### config.mk
export PLATFORM = sky130hd
export DESIGN_NAME = qspi_sram_master
export DESIGN_NICKNAME = d
export VERILOG_FILES = /design/src/rtl/qspi_sram_pkg.sv /design/src/rtl/qspi_sram_master.sv
export SDC_FILE = /design/constraint.sdc
export NUM_CORES = 1
export LEC_CHECK = 0
export CAP_MARGIN = 20
export CELL_PAD_IN_SITES_DETAIL_PLACEMENT = 0
export CELL_PAD_IN_SITES_GLOBAL_PLACEMENT = 2
export CORE_MARGIN = 2
export CORE_UTILIZATION = 31
export CTS_CLUSTER_DIAMETER = 200
export DETAILED_ROUTE_END_ITERATION = 16
export MAX_ROUTING_LAYER = met4
export PLACE_DENSITY_LB_ADDON = 0.1
export SYNTH_ARGS = -nofsm -noshare
export SYNTH_HDL_FRONTEND = slang
export SYNTH_SLANG_ARGS = --single-unit
### constraint.sdc
create_clock -name clk -period 2.41 [get_ports clk]
set_input_delay 0.482 -clock clk [delete_from_list [all_inputs] [get_ports clk]]
set_output_delay 0.482 -clock clk [all_outputs]
set_load 0.05 [all_outputs]
### src/rtl/qspi_sram_pkg.sv
// qspi_sram_pkg: SRAM command codes, address framing and FSM state encoding
// shared by the QSPI SRAM master.
package qspi_sram_pkg;
    localparam logic [7:0] CMD_WRITE = 8'h02;
    localparam logic [7:0] CMD_READ  = 8'h03;
    localparam logic [7:0] CMD_EQIO  = 8'h38;
    localparam int QSPI_ADDR_NIBBLES = 6;
    typedef enum logic [2:0] {INIT, IDLE, CMD, ADDR, DUMMY, DATA_WR, DATA_RD, DONE} qspi_state_t;
endpackage

### src/rtl/qspi_sram_master.sv
// qspi_sram_master: serialises single-byte read/write requests into SQI-mode SRAM
// transactions. Define QSPI_SRAM_INIT_EN to send EQIO in SPI mode after reset.
module qspi_sram_master
    import qspi_sram_pkg::*;
#(
    parameter int ADDR_WIDTH    = 17,
    parameter int DUMMY_NIBBLES = 2
) (
    input  logic                  clk,
    input  logic                  rst,
    input  logic                  req_valid,
    output logic                  req_ready,
    input  logic                  req_write,
    input  logic [ADDR_WIDTH-1:0] req_addr,
    input  logic [7:0]            req_wdata,
    output logic                  rsp_valid,
    output logic [7:0]            rsp_rdata,
    output logic                  ss_n,
    output logic                  sck,
    output logic [3:0]            sio_out,
    output logic [3:0]            sio_oe,
    input  logic [3:0]            sio_in
);
`ifdef QSPI_SRAM_INIT_EN
    localparam qspi_state_t RST_STATE = INIT;
`else
    localparam qspi_state_t RST_STATE = IDLE;
`endif

    qspi_state_t state, ns, nxt;
    logic [7:0]  cnt, ncnt, lst;
    logic [39:0] sh, nsh;
    logic        wr, nwr, nsck, nrv;
    logic [7:0]  nrd;
    logic [3:0]  noe, nout;

    // sh carries {cmd, addr, wdata} out of its top nibble and collects sio_in at the bottom
    always_comb begin
        ns   = state;
        ncnt = cnt;
        nsh  = sh;
        nwr  = wr;
        nsck = 1'b0;
        nrv  = 1'b0;
        nrd  = rsp_rdata;
        lst  = state == CMD   ? 8'd1 :
               state == ADDR  ? 8'(QSPI_ADDR_NIBBLES - 1) :
               state == DUMMY ? 8'(DUMMY_NIBBLES - 1) :
               state == INIT  ? 8'd7 : 8'd1;
        nxt  = state == CMD   ? ADDR :
               state == ADDR  ? (wr ? DATA_WR : DUMMY) :
               state == DUMMY ? DATA_RD : DONE;
        if (state == IDLE) begin
            if (req_valid && req_ready) begin
                ns   = CMD;
                nwr  = req_write;
                ncnt = '0;
                nsh  = {req_write ? CMD_WRITE : CMD_READ, 24'(req_addr), req_wdata};
            end
        end else if (state == DONE) begin
            ns = IDLE;
        end else if (ss_n) begin
            // first INIT cycle after reset: drop ss_n with sck held low
            nsck = 1'b0;
        end else if (!sck) begin
            nsck = 1'b1;
        end else begin
            nsh  = state == INIT ? {sh[38:0], 1'b0} : {sh[35:0], sio_in};
            ncnt = cnt == lst ? '0 : cnt + 8'd1;
            ns   = cnt == lst ? nxt : state;
            if (state == DATA_RD && cnt == lst) begin
                nrv = 1'b1;
                nrd = {sh[3:0], sio_in};
            end
        end
        noe  = (ns == CMD || ns == ADDR || ns == DATA_WR) ? 4'hF : ns == INIT ? 4'h1 : 4'h0;
        nout = ns == INIT ? {3'b000, nsh[39]} : noe[3] ? nsh[39:36] : 4'h0;
    end

    always_ff @(posedge clk) begin
        if (rst) begin
            state     <= RST_STATE;
            cnt       <= '0;
            sh        <= {CMD_EQIO, 32'h0};
            wr        <= 1'b0;
            sck       <= 1'b0;
            ss_n      <= 1'b1;
            sio_oe    <= 4'h0;
            sio_out   <= 4'h0;
            req_ready <= 1'b0;
            rsp_valid <= 1'b0;
            rsp_rdata <= 8'h00;
        end else begin
            state     <= ns;
            cnt       <= ncnt;
            sh        <= nsh;
            wr        <= nwr;
            sck       <= nsck;
            ss_n      <= ns == IDLE || ns == DONE;
            sio_oe    <= noe;
            sio_out   <= nout;
            req_ready <= ns == IDLE;
            rsp_valid <= nrv;
            rsp_rdata <= nrd;
        end
    end
endmodule
# [Word-level counts from Yosys, hierarchy flattened]
# Index checks and enable logic that the tools add are counted.
[totals] word_cells=81 inputBits=33 regBits=72 out_inout_bits=20
[classes] n_mux=33 n_eq_ne=15 n_reduce_logical=14 bitwise_logic=5 n_addsub=1
[op_table] op="40-bit two-way mux" count=6
[op_table] op="8-bit two-way mux" count=6
[op_table] op="3-bit two-way mux" count=11
[op_table] op="3-bit == test (second input constant)" count=5
[op_table] op="3-bit by 2-bit == test with 1-bit output (second input constant)" count=4
[op_table] op="8-bit by 1-bit adder with 8-bit output (second input constant)" count=1
[op_table] op="8-bit by 3-bit == test with 1-bit output" count=1
[op_table] op="1-bit two-way mux" count=8
[op_table] op="3-bit by 1-bit == test with 1-bit output (second input constant)" count=2
[op_table] op="3-bit logical NOT" count=2
[op_table] op="1-bit NOT" count=5
[op_table] op="5-bit AND reduction" count=1
[op_table] op="5-bit OR reduction" count=1
[op_table] op="4-bit two-way mux" count=1
[op_table] op="2-bit by 1-bit inequality test with 1-bit output (second input constant)" count=2
[op_table] op="4-bit AND reduction" count=1
[op_table] op="4-bit OR reduction" count=1
[op_table] op="1-bit logical OR" count=3
[op_table] op="3-bit OR reduction" count=1
[op_table] op="1-bit logical AND" count=2
[op_table] op="2-bit two-way mux" count=1
[op_table] op="2-bit inequality test (second input constant)" count=1
[op_table] op="2-bit AND reduction" count=1
[op_table] op="2-bit nonzero test" count=1

# [Depth between registers and ports, before layout]
# Gate-level depths: netlist (run 1).
[logic_depth] ltp_word=17 mapped_depth=9 mapped_depth_nobuf=5

# [Least setup slack after synthesis (run 1)]
# OpenSTA, ideal clock, no wires.
[synth_path] path_kind="register to register" startpoint="register state[1]" endpoint="register rsp_rdata[7]" stages_incl_launch_ff=7 t_required_ns=2.285 arrival_ns=2.055 setup_time_ns=0.125 path_buffers=1 synth_period_minus_slack_ns=2.180 setup_slack_ns=0.230 path_cell_list="dfxtp_1 > clkbuf_8 > or3b_1 > a211o_1 > a2111oi_4 > mux2i_1 > nor2_1"
[synth_between] elab_chain_len=8 elab_cells_between_ends=16 cone_classes="eq/ne (7); mux (4); bitwise (2); reduce/logical (3)"
[synth_lines] element="from (decl)" line="qspi_sram_master.sv:30" source="qspi_state_t state, ns, nxt;"
[synth_lines] element="from (signal assigned)" line="qspi_sram_master.sv:94" source="state <= ns;"
[synth_lines] element="3-bit logical NOT" line="qspi_sram_master.sv:49" source="state == INIT ? 8'd7 : 8'd1;"
[synth_lines] element="3-bit two-way mux" line="qspi_sram_master.sv:49"
[synth_lines] element="3-bit two-way mux" line="qspi_sram_master.sv:48" source="state == DUMMY ? 8'(DUMMY_NIBBLES - 1) :"
[synth_lines] element="3-bit two-way mux" line="qspi_sram_master.sv:47" source="state == ADDR ? 8'(QSPI_ADDR_NIBBLES - 1) :"
[synth_lines] element="3-bit two-way mux" line="qspi_sram_master.sv:46" source="lst = state == CMD ? 8'd1 :"
[synth_lines] element="8-bit by 3-bit == test with 1-bit output" line="qspi_sram_master.sv:71" source="if (state == DATA_RD && cnt == lst) begin"
[synth_lines] element="1-bit logical AND" line="qspi_sram_master.sv:71"
[synth_lines] element="5-bit AND reduction (no source line) (*)"
[synth_lines] element="to (signal assigned)" line="qspi_sram_master.sv:104" source="rsp_rdata <= nrd;"
[synth_lines] element="to (decl)" line="qspi_sram_master.sv:17" source="output logic [7:0] rsp_rdata,"
# Every way passes the cells marked *; elsewhere a longest branch is shown, timed or not.
# A chain may end at the register's enable or synchronous reset.

# [Worst setup path after layout (run 1)]
[layout_path] startpoint="register cnt[5]" endpoint="register sio_oe[0]"
[layout_between] elab_chain_len=10 elab_cells_between_ends=14 cone_classes="eq/ne (4); mux (7); reduce/logical (3)"
[layout_lines] element="from (decl)" line="qspi_sram_master.sv:31" source="logic [7:0] cnt, ncnt, lst;"
[layout_lines] element="from (signal assigned)" line="qspi_sram_master.sv:95" source="cnt <= ncnt;"
[layout_lines] element="8-bit by 3-bit == test with 1-bit output (*)" line="qspi_sram_master.sv:70" source="ns = cnt == lst ? nxt : state;"
[layout_lines] element="3-bit two-way mux (*)" line="qspi_sram_master.sv:70"
[layout_lines] element="3-bit two-way mux (*)" line="qspi_sram_master.sv:65" source="end else if (!sck) begin"
[layout_lines] element="3-bit two-way mux (*)" line="qspi_sram_master.sv:62" source="end else if (ss_n) begin"
[layout_lines] element="3-bit two-way mux (*)" line="qspi_sram_master.sv:60" source="end else if (state == DONE) begin"
[layout_lines] element="3-bit two-way mux (*)" line="qspi_sram_master.sv:53" source="if (state == IDLE) begin"
[layout_lines] element="3-bit by 2-bit == test with 1-bit output" line="qspi_sram_master.sv:76" source="noe = (ns == CMD || ns == ADDR || ns == DATA_WR) ? 4'hF : ns == INIT ? 4'h1 : 4'h0;"
[layout_lines] element="1-bit logical OR (2 in a row)" line="qspi_sram_master.sv:76"
[layout_lines] element="4-bit two-way mux (*)" line="qspi_sram_master.sv:76"
[layout_lines] element="to (signal assigned)" line="qspi_sram_master.sv:100" source="sio_oe <= noe;"
[layout_lines] element="to (decl)" line="qspi_sram_master.sv:21" source="output logic [3:0] sio_oe,"
# Marked as above.

==> impl_metrics.env, run 1 <==
export IMPL_synth_compound_area_frac=0.235
export IMPL_hold_buffers=0
export IMPL_hold_violations=0
export IMPL_end_kind="flop"
export IMPL_slew_viol_final=0
export IMPL_fmax_mhz=444
export IMPL_synth_edf_count=0
export IMPL_skew_ns=0.0103
export IMPL_fp_dieH_um=110
export IMPL_root_buffer="clkbuf_8"
export IMPL_gp_congestion=0.822
export IMPL_fin_nets=522
export IMPL_outcome="completed"
export IMPL_syn_nets=471
export IMPL_areaGrowthSynthToFinish_pct=29.7
export IMPL_rows=38
export IMPL_total_power_w=0.00316
export IMPL_postRouteWirelength_um=10100
export IMPL_synthTopCellsByCount="83 x nand2_1, 70 x dfxtp_1, 51 x a21oi_1, 51 x nor2_1"
export IMPL_synth_seq_cells=70
export IMPL_maxCapViolations=0
export IMPL_synth_cell_type_count=61
export IMPL_port_buffers=52
export IMPL_setup_viol=0
export IMPL_syn_area_per_cell_um2=7.91
export IMPL_ctsLongestPathBuffers=2
export IMPL_cp_arrival_ns=2.46
export IMPL_netlist_top_cells_area="dfxtp_1 41%, nand2_1 9.0%, a21oi_1 7.4%"
export IMPL_core_area_um2=10800
export IMPL_dieArea_um2=12000
export IMPL_overflow=0
export IMPL_fp_dieW_um=110
export IMPL_cp_max_fo=5
export IMPL_synth_top_family_by_area="simple AND/OR/NAND/NOR gates"
export IMPL_avgViaCountPerCell=5.22
export IMPL_worst_setup_path_start_kind="flop"
export IMPL_syn_inst=437
export IMPL_p_leak_nw=1.53
export IMPL_grt_pass1_wl_um=16400
export IMPL_period_minus_slack_ns=2.25
export IMPL_drtIter0Drc=140
export IMPL_powerDensity_nw_per_um2=705
export IMPL_synth_most_common_cell="nand2_1"
export IMPL_htreeDepth=3
export IMPL_fin_crit_sh=0.935
export IMPL_postRouteAntennaNets=0
export IMPL_num_antenna_cells=0
export IMPL_cts_buffers=9
export IMPL_synthAdderAreaFrac=0.00362
export IMPL_ys_warn_count=0
export IMPL_yosysTopAreaCell="dfxtp_1"
export IMPL_yosysSeqAreaShare=0.406
export IMPL_synth_simple_area_share=0.238
export IMPL_tritoncts="built"
export IMPL_postSynth_asyncResetShare=0
export IMPL_min_path_type="reg2reg"
export IMPL_worstSetupPathType="reg2reg"
export IMPL_start_util=0.319
export IMPL_tightest_slew_ns=0.532
export IMPL_yosys_mux_area_fraction=0.0435
export IMPL_cts_setup_buffers=0
export IMPL_grt_start_max_net_pins=38
export IMPL_clk_latency_ns=0.34
export IMPL_num_fill_cells=1159
export IMPL_peakVddDrop_v=0.000365
export IMPL_synth_flop_cell="dfxtp_1"
export IMPL_layout_drive_gt1_share=0.114
export IMPL_post_dp_hpwl_um=6780
export IMPL_antenna_found_initial=0
export IMPL_ios=53
export IMPL_cts_clk_slew_worst_paths_ns=0.08
export IMPL_cts_sinks=70
export IMPL_cp_required_ns=2.62
export IMPL_grt_usage=0.182
export IMPL_tns_ns=0
export IMPL_worst_slew_margin_rel=0.644
export IMPL_dr_total_vias=3303
export IMPL_synth_xor_area_frac=0.0127
export IMPL_netlist_area_leader_share=0.406
export IMPL_rsz0062_at_grt="false"
export IMPL_wire_per_inst_um=15.9
export IMPL_synth_area_um2=3450
export IMPL_drtPass1Iterations=4
export IMPL_postCtsResizedCells=0
export IMPL_first_global_vias=3159
export IMPL_drcViolationCount=0
## routing by layer
metal  wire length, µm  GRT usage
met1              5020      0.250
met2              4610      0.272
met3               327     0.0362
met4               112     0.0506
met5                 0          -
## path summary, 6_finish.rpt
path                            cells past startpoint                 from                   end  slack (ns)
worst min register to register                      1      ss_n$_SDFF_PP1_        sck$_SDFF_PP0_        0.48
worst max-delay path                                5  cnt[5]$_SDFFE_PP0P_  sio_oe[0]$_SDFF_PP0_        0.16
worst max register to register                      5  cnt[5]$_SDFFE_PP0P_  sio_oe[0]$_SDFF_PP0_        0.16
worst min-delay path                                1      ss_n$_SDFF_PP1_        sck$_SDFF_PP0_        0.48
## flip-flops by register name (all words and copies together) (netlist names)
signal and flops:
wr 1, sio_oe 2, state 3, rsp_valid 1
rsp_rdata 8, sck 1, req_ready 1, ss_n 1
sh 40, cnt 8, sio_out 4
## critical path, stage by stage, from the launching register on
cell and delay, ns:
dfxtp_1 0.34, or4_1 0.56, or2_0 0.33, a211oi_2 0.40
mux2i_1 0.37, nand3b_1 0.12
## metrics by stage
stage | utilization | instance area, µm² | setup WS (ns) | hold slack [ns] | cells
after floorplan | - | 3450 | 0.230 | 0.450 | 437
after global placement | 0.387 | 4200 | 0.0904 | 0.456 | 617
after detailed placement | 0.387 | 4200 | 0.0762 | 0.460 | 617
after CTS | 0.413 | 4480 | 0.153 | 0.475 | 633
after global routing | 0.413 | 4480 | 0.0161 | 0.494 | 633
final | 0.413 | 4480 | 0.158 | 0.481 | 633
## cell families after synthesis
group	after synthesis
and+or+nand+nor	184
AOI/OAI and AO/OA	121
DFF	70
buffers and inverters	41
muxes	15
xor gates and xnor gates	5
adders and majority gates	1
## area by class of cell
class,count,area (µm²),area share
Inverter,3,11.3,0.00251
Clock buffer,11,151,0.0338
Timing Repair Buffer,78,748,0.167
Tap cell,140,175,0.0391
Clock inverter,5,129,0.0288
Sequential cell,70,1400,0.313
Multi-Input combinational cell,326,1860,0.416
## cells in the final DEF, fill, tap and decap left out, types with 3 or more instances in the layout
cell / instances
nand2_1: 83
dfxtp_1: 70
a21oi_1: 51
clkdlybuf4s50_1: 51
nor2_1: 50
a221oi_1: 24
buf_4: 23
mux2i_1: 15
a31oi_1: 12
nand3_1: 11
clkbuf_8: 11
o21ai_0: 7
nor3_1: 6
xnor2_1: 4
o31ai_1: 4
nand2b_1: 4
bufinv_16: 4
inv_1: 3
nor4_1: 3
buf_12: 3
## power breakdown
group	internal (W)	leakage (nW)	total (W)	switching (W)
Clock	0.000852	0.140	0.00132	0.000468
Combinational	0.000225	0.823	0.000568	0.000342
Sequential	0.00122	0.568	0.00127	0.0000528
Total	0.00230	1.53	0.00316	0.000863
No activity file was read; power rests on OpenSTA's default activity.
==> run 2, diff against run 1 <==
--- a/config.mk
+++ b/config.mk
@@ -5,11 +5,12 @@
 export SDC_FILE = /design/constraint.sdc
 export NUM_CORES = 1
 export LEC_CHECK = 0
+export ABC_CLOCK_PERIOD_IN_PS = 2410
 export CAP_MARGIN = 20
 export CELL_PAD_IN_SITES_DETAIL_PLACEMENT = 0
-export CELL_PAD_IN_SITES_GLOBAL_PLACEMENT = 2
+export CELL_PAD_IN_SITES_GLOBAL_PLACEMENT = 1
 export CORE_MARGIN = 2
-export CORE_UTILIZATION = 31
+export CORE_UTILIZATION = 35
 export CTS_CLUSTER_DIAMETER = 200
 export DETAILED_ROUTE_END_ITERATION = 16
 export MAX_ROUTING_LAYER = met4
==> impl_metrics.env, run 2 (synthesis results as in run 1) <==
export IMPL_r2r_slack_ns=0.19
export IMPL_layout_drive_gt1_share=0.0967
export IMPL_fin_cells=619
export IMPL_outcome="completed"
export IMPL_htreeDepth=3
export IMPL_r2r_end="sio_oe[0]$_SDFF_PP0_"
export IMPL_place_area_um2=4130
export IMPL_worst_slew_margin_rel=0.639
export IMPL_cp_max_fo=9
export IMPL_cts_clk_slew_worst_paths_ns=0.07
export IMPL_combinationalPowerShare=0.186
export IMPL_start_util=0.357
export IMPL_wire_per_inst_um=15.4
export IMPL_grt_start_max_net_pins=58
export IMPL_fp_dieH_um=103
export IMPL_clk_latency_ns=0.35
export IMPL_drtPass1Iterations=4
export IMPL_fp_dieW_um=103
export IMPL_worst_setup_path_start_kind="flop"
export IMPL_ff2ff_path_depth=6
export IMPL_root_buffer="clkbuf_8"
export IMPL_power_switching_w=0.000848
export IMPL_overflow=0
export IMPL_avgViaCountPerCell=5.33
export IMPL_first_global_vias=3045
export IMPL_final_cell_mix="83 x nand2_1, 70 x dfxtp_1, 51 x a21oi_1, 51 x clkdlybuf4s50_1, 50 x nor2_1"
export IMPL_place_ws_ns=0.0883
export IMPL_drtIter0Drc=168
export IMPL_dieArea_um2=10700
export IMPL_peakVddDrop_v=0.000308
export IMPL_end_kind="flop"
export IMPL_largest_reg_flops=40
export IMPL_rows=36
export IMPL_skew_ns=0.0140
export IMPL_min_path_type="reg2reg"
export IMPL_dr_total_vias=3299
export IMPL_p_sw_frac=0.285
export IMPL_areaGrowthSynthToFinish_pct=26.3
export IMPL_ctsLongestPathBuffers=2
export IMPL_fmax_mhz=451
export IMPL_hold_violations=0
export IMPL_cts_buffers=9
export IMPL_seqPwrFrac=0.428
export IMPL_ios=53
export IMPL_final_common_cell="nand2_1"
export IMPL_fin_ws_ns=0.192
export IMPL_grt_pass1_wl_um=15200
export IMPL_antenna_found_initial=0
export IMPL_core_area_um2=9680
export IMPL_drcViolationCount=0
export IMPL_port_buffers=52
export IMPL_grt_usage=0.188
export IMPL_fin_crit_sh=0.920
export IMPL_cts_setup_buffers=0
export IMPL_place_inst=603
export IMPL_cp_endpoint="sio_oe[0]$_SDFF_PP0_"
export IMPL_maxCapViolations=0
export IMPL_post_dp_hpwl_um=6270
export IMPL_postRouteWirelength_um=9550
export IMPL_powerDensity_nw_per_um2=682
export IMPL_period_minus_slack_ns=2.22
export IMPL_cts_sinks=70
export IMPL_slew_viol_final=0
export IMPL_setup_viol=0
export IMPL_clkPwrFrac=0.386
export IMPL_p_int_w=0.00213
export IMPL_top_register="sh"
export IMPL_gp_congestion=0.776
export IMPL_cp_arrival_ns=2.43
export IMPL_tritoncts="built"
export IMPL_tns_ns=0
export IMPL_r2r_start="cnt[5]$_SDFFE_PP0P_"
export IMPL_postRouteAntennaNets=0
export IMPL_postCtsResizedCells=0
export IMPL_fin_nets=515
export IMPL_hold_buffers=0
export IMPL_rsz0062_at_grt="false"
export IMPL_tightest_slew_ns=0.540
export IMPL_cp_required_ns=2.62
export IMPL_crit_start="cnt[5]$_SDFFE_PP0P_"
export IMPL_fin_area_um2=4360
export IMPL_worstSetupPathType="reg2reg"
export IMPL_p_leak_nw=1.47
export IMPL_reg_largest_list="sh: 40 flops, cnt: 8 flops, rsp_rdata: 8 flops"
export IMPL_num_antenna_cells=0
-- run 2: cell types whose count changed in the layout (fill, tap and decap cells not counted) --
cell | previous run | this run
buf_12 | 3 | 2
clkbuf_1 | 0 | 2
clkinv_4 | 1 | 0
buf_4 | 23 | 17
clkbuf_8 | 11 | 9
bufinv_16 | 4 | 3
clkinvlp_4 | 0 | 1
inv_6 | 0 | 1
-- run 2: power by group through the flow --
stage	Clock, W	Sequential, W	Combinational (W)
final	0.00115	0.00127	0.000553
after global routing	0.00123	0.00128	0.000601
after detailed placement	0	0.00130	0.000555
after CTS	0.00118	0.00127	0.000557
after floorplan	0	0.00134	0.000312
after global placement	0	0.00130	0.000554
-- run 2: per-stage QoR --
stage	hold slack (ns)	util	total power, W
6_report	0.480	0.451	0.00297
5_1_grt	0.516	0.451	0.00312
4_1_cts	0.482	0.451	0.00301
3_5_place_dp	0.466	0.426	0.00185
3_3_place_gp	0.461	0.426	0.00185
2_1_floorplan	0.450	-	0.00165
-- run 2: layout make-up --
class | count | area [µm²]
Tap cell | 133 | 166
Fill cell | 1018 | 5320
Inverter | 3 | 11.3
Sequential cell | 70 | 1400
Clock inverter | 5 | 106
Clock buffer | 11 | 131
Timing Repair Buffer | 71 | 683
Multi-Input combinational cell | 326 | 1860
-- run 2: critical path, cell delays in order, from the launching register on --
cell      delay, ns
dfxtp_1        0.34
or4_1          0.55
or2_0          0.34
a211oi_2       0.18
buf_4          0.20
mux2i_1        0.36
nand3b_1       0.11
-- run 2: worst min-delay path by stage --
stage / slack, ns / endpoint / start / cells after the start
after floorplan: 0.45 / cnt[7]$_SDFFE_PP0P_ / cnt[7]$_SDFFE_PP0P_ / 1
after global placement: 0.46 / sck$_SDFF_PP0_ / sck$_SDFF_PP0_ / 1
after detailed placement: 0.47 / sck$_SDFF_PP0_ / sck$_SDFF_PP0_ / 1
after CTS: 0.48 / sck$_SDFF_PP0_ / sck$_SDFF_PP0_ / 1
after global routing: 0.52 / sck$_SDFF_PP0_ / sck$_SDFF_PP0_ / 1
final: 0.48 / sck$_SDFF_PP0_ / sck$_SDFF_PP0_ / 1
-- run 2: metal layers --
metal / routed length (µm) / vias to the layer above / track usage
li1: - / 1642 / -
met1: 4650 / 1577 / 0.255
met2: 4410 / 68 / 0.285
met3: 346 / 12 / 0.0269
met4: 134 / 0 / 0.0688
met5: 0 / - / -
==> RTL change: new RTL, settings of run 2 <==
The 8 states of `qspi_state_t` get a Gray code encoding in 3 bits.
--- a/src/rtl/qspi_sram_pkg.sv
+++ b/src/rtl/qspi_sram_pkg.sv
@@ -5,6 +5,6 @@
     localparam logic [7:0] CMD_READ  = 8'h03;
     localparam logic [7:0] CMD_EQIO  = 8'h38;
     localparam int QSPI_ADDR_NIBBLES = 6;
-    typedef enum logic [2:0] {INIT, IDLE, CMD, ADDR, DUMMY, DATA_WR, DATA_RD, DONE} qspi_state_t;
+    typedef enum logic [2:0] {INIT = 3'b000, IDLE = 3'b001, CMD = 3'b011, ADDR = 3'b010, DUMMY = 3'b110, DATA_WR = 3'b111, DATA_RD = 3'b101, DONE = 3'b100} qspi_state_t;
 endpackage
 
Behaviour: no difference found for any inputs over 10 cycles, from zero or initial values and one cycle with rst high; not proved beyond that.
==> RTL change against run 2 <==
Combinational power shrank 47%; synthesized area fell by 5.4%; power down 14%; largest power group unchanged; design area shrank 4.8%; clock skew decreased by 5.6 ps; setup slack better by 130 ps; sequential cell count unchanged; worst hold slack got worse by 8.0 ps; routed wire length decreased by 7.2%; critical path type unchanged; count of clock-buffer cells in the layout increased by 1.
==> RTL change: results (changes against run 2) <==
- Status: finished clean
- Setup bufs post-CTS: 0 (unchanged)
- Commonest cells in the netlist: nand2_1 (84), dfxtp_1 (70), nor2_1 (56)
- Port bufs: 52 (unchanged)
- Sequential-to-total area share from yosys stat: 0.429 (+0.0230)
- Synth Area in Adders: 0.00383 (+0.000205)
- Yosys warns: 0 (unchanged)
- GPL Wtd Cong: 0.833 (+7.3%)
- Count leader, synth: nand2_1
- CP Data Arrival Time: 2300 ps (-130 ps)
- Slew margin rel.: 0.620 (-0.0189)
- XOR/XNOR Fraction of Synth Area: 0.0241 (+0.0114)
- Reg2reg end: sio_out[0]
- Clock Tree Buf Depth: 2 (unchanged)
- Cells after Synth: 414 (-5.3%)
- Vias per inst: 5.42 (+1.6%)
- Worst hold path endpoint: sck
- Largest registers: sh: 40 flops, cnt: 8 flops, rsp_rdata: 8 flops
- First-pass GRT wire length: 14900 microns (-1.9%)
- Peak supply drop: 0.303 mV (-1.4%)
- Placed Cells incl. Taps: 557 (-7.6%)
- Final Non-Filler Cells: 573 (-7.4%)
- DP HPWL: 5880 microns (-6.2%)
- Largest net degree at the start of global routing: 34 (-41%)
- Quantity of gates resized following cts: 0 (unchanged)
- Hold path depth: 1 (unchanged)
- First-pass iteration count of the detailed router: 4 (unchanged)
- WHS: 472 ps (-7.99 ps)
- H-tree Lvls: 3 (unchanged)
- Clk root buf: clkbuf_8
- Iter 0 DRT Violations: 162 (-3.6%)
- Synth async-reset ratio: 0 (unchanged)
- Vias in the first global route: 2948 (-3.2%)
- Reg-to-Reg Start: cnt[0]
- Syn Nets: 448 (-4.9%)
- R2r setup slk: 320 ps (+130 ps)
- Setup skew after layout: 8.37 ps (-5.63 ps)
- Synth top area cells: dfxtp_1 (43%), nand2_1 (9.6%), a221oi_1 (6.7%)
- FILL cells: 944 (-7.3%)
- Proportion of layout cells with a drive suffix above 1: 0.0909 (-0.00580)
- Synth Area in Compound Gates: 0.216 (-0.0192)
- Clock transition at path regs: 70 ps (about the same)
- Mux cell area share after synthesis: 0.0337 (-0.00978)
- FF-to-FF path depth: 5 (-1)
- Routed wire length per instance: 15.5 microns (+0.23%)
- Worst-Skew Late Latency: 340 ps
- Netlist cell types: 50 (-18%)
- Hold Crit Class: reg -> reg
- Min-delay src: sck
- Maximum fanout along the worst path: 6 (-3)
- GR Util All Layers: 0.191 (+0.00281)
- Layout Nets: 491 (-4.7%)
- Antenna Cells: 0 (unchanged)
- Cell leakage power: 1.49 nW (+1.3%)
==> RTL change: metal layers <==
metal | global-route usage | vias to the layer above | part of all wire
met5 | - | - | 0
met2 | 0.291 | 57 | 0.46
li1 | - | 1546 | -
met1 | 0.261 | 1491 | 0.50
met3 | 0.0250 | 9 | 0.028
met4 | 0.0664 | 0 | 0.012
==> RTL change: where the power goes <==
part	total, mW	switching, mW	leakage, nW	internal [mW]
clock network	1.05	0.438	0.110	0.609
registers	1.23	0.0341	0.568	1.20
logic	0.295	0.160	0.807	0.135
total	2.57	0.631	1.49	1.94
==> RTL change: kinds of logic after synthesis <==
kind of cell | count (synthesis)
adders and majority gates | 1
and+or+nand+nor | 177
AOI/OAI and AO/OA | 105
buffers and inverters | 41
xor gates and xnor gates | 9
muxes | 11
DFF | 70
==> RTL change: metrics by stage <==
| step | cell area (sq um) | setup WS, ps |
|---|---|---|
| 2_1_floorplan | 3270 | 466 |
| 3_3_place_gp | 3940 | 365 |
| 3_5_place_dp | 3940 | 328 |
| 4_1_cts | 4150 | 313 |
| 5_1_grt | 4150 | 157 |
| 6_report | 4150 | 320 |
==> RTL change: how the worst max path moves through the flow <==
stage,from,end,slack (ps)
after floorplan,sck,ss_n,470
after global placement,req_valid,cnt[3],370
after detailed placement,cnt[0],sio_oe[0],330
after CTS,cnt[0],sio_oe[0],310
after global routing,cnt[0],sio_out[0],160
final,cnt[0],sio_out[0],320
==> RTL change: final cells by class <==
class,count,area (sq um),share of cell area
multi-input combinational,303,1720,0.414
sequential,70,1400,0.338
timing repair buffer,67,653,0.157
clock buffer,12,145,0.0350
tap,111,139,0.0335
clock inverter,4,70.1,0.0169
inverter,6,22.5,0.00542
==> RTL change: worst max-delay path, cell delays in order, from the launching register on <==
cell,delay [ps]
dfxtp_1,410
or4b_4,510
nor4_4,340
a211oi_1,140
a311oi_1,400
o32ai_1,150
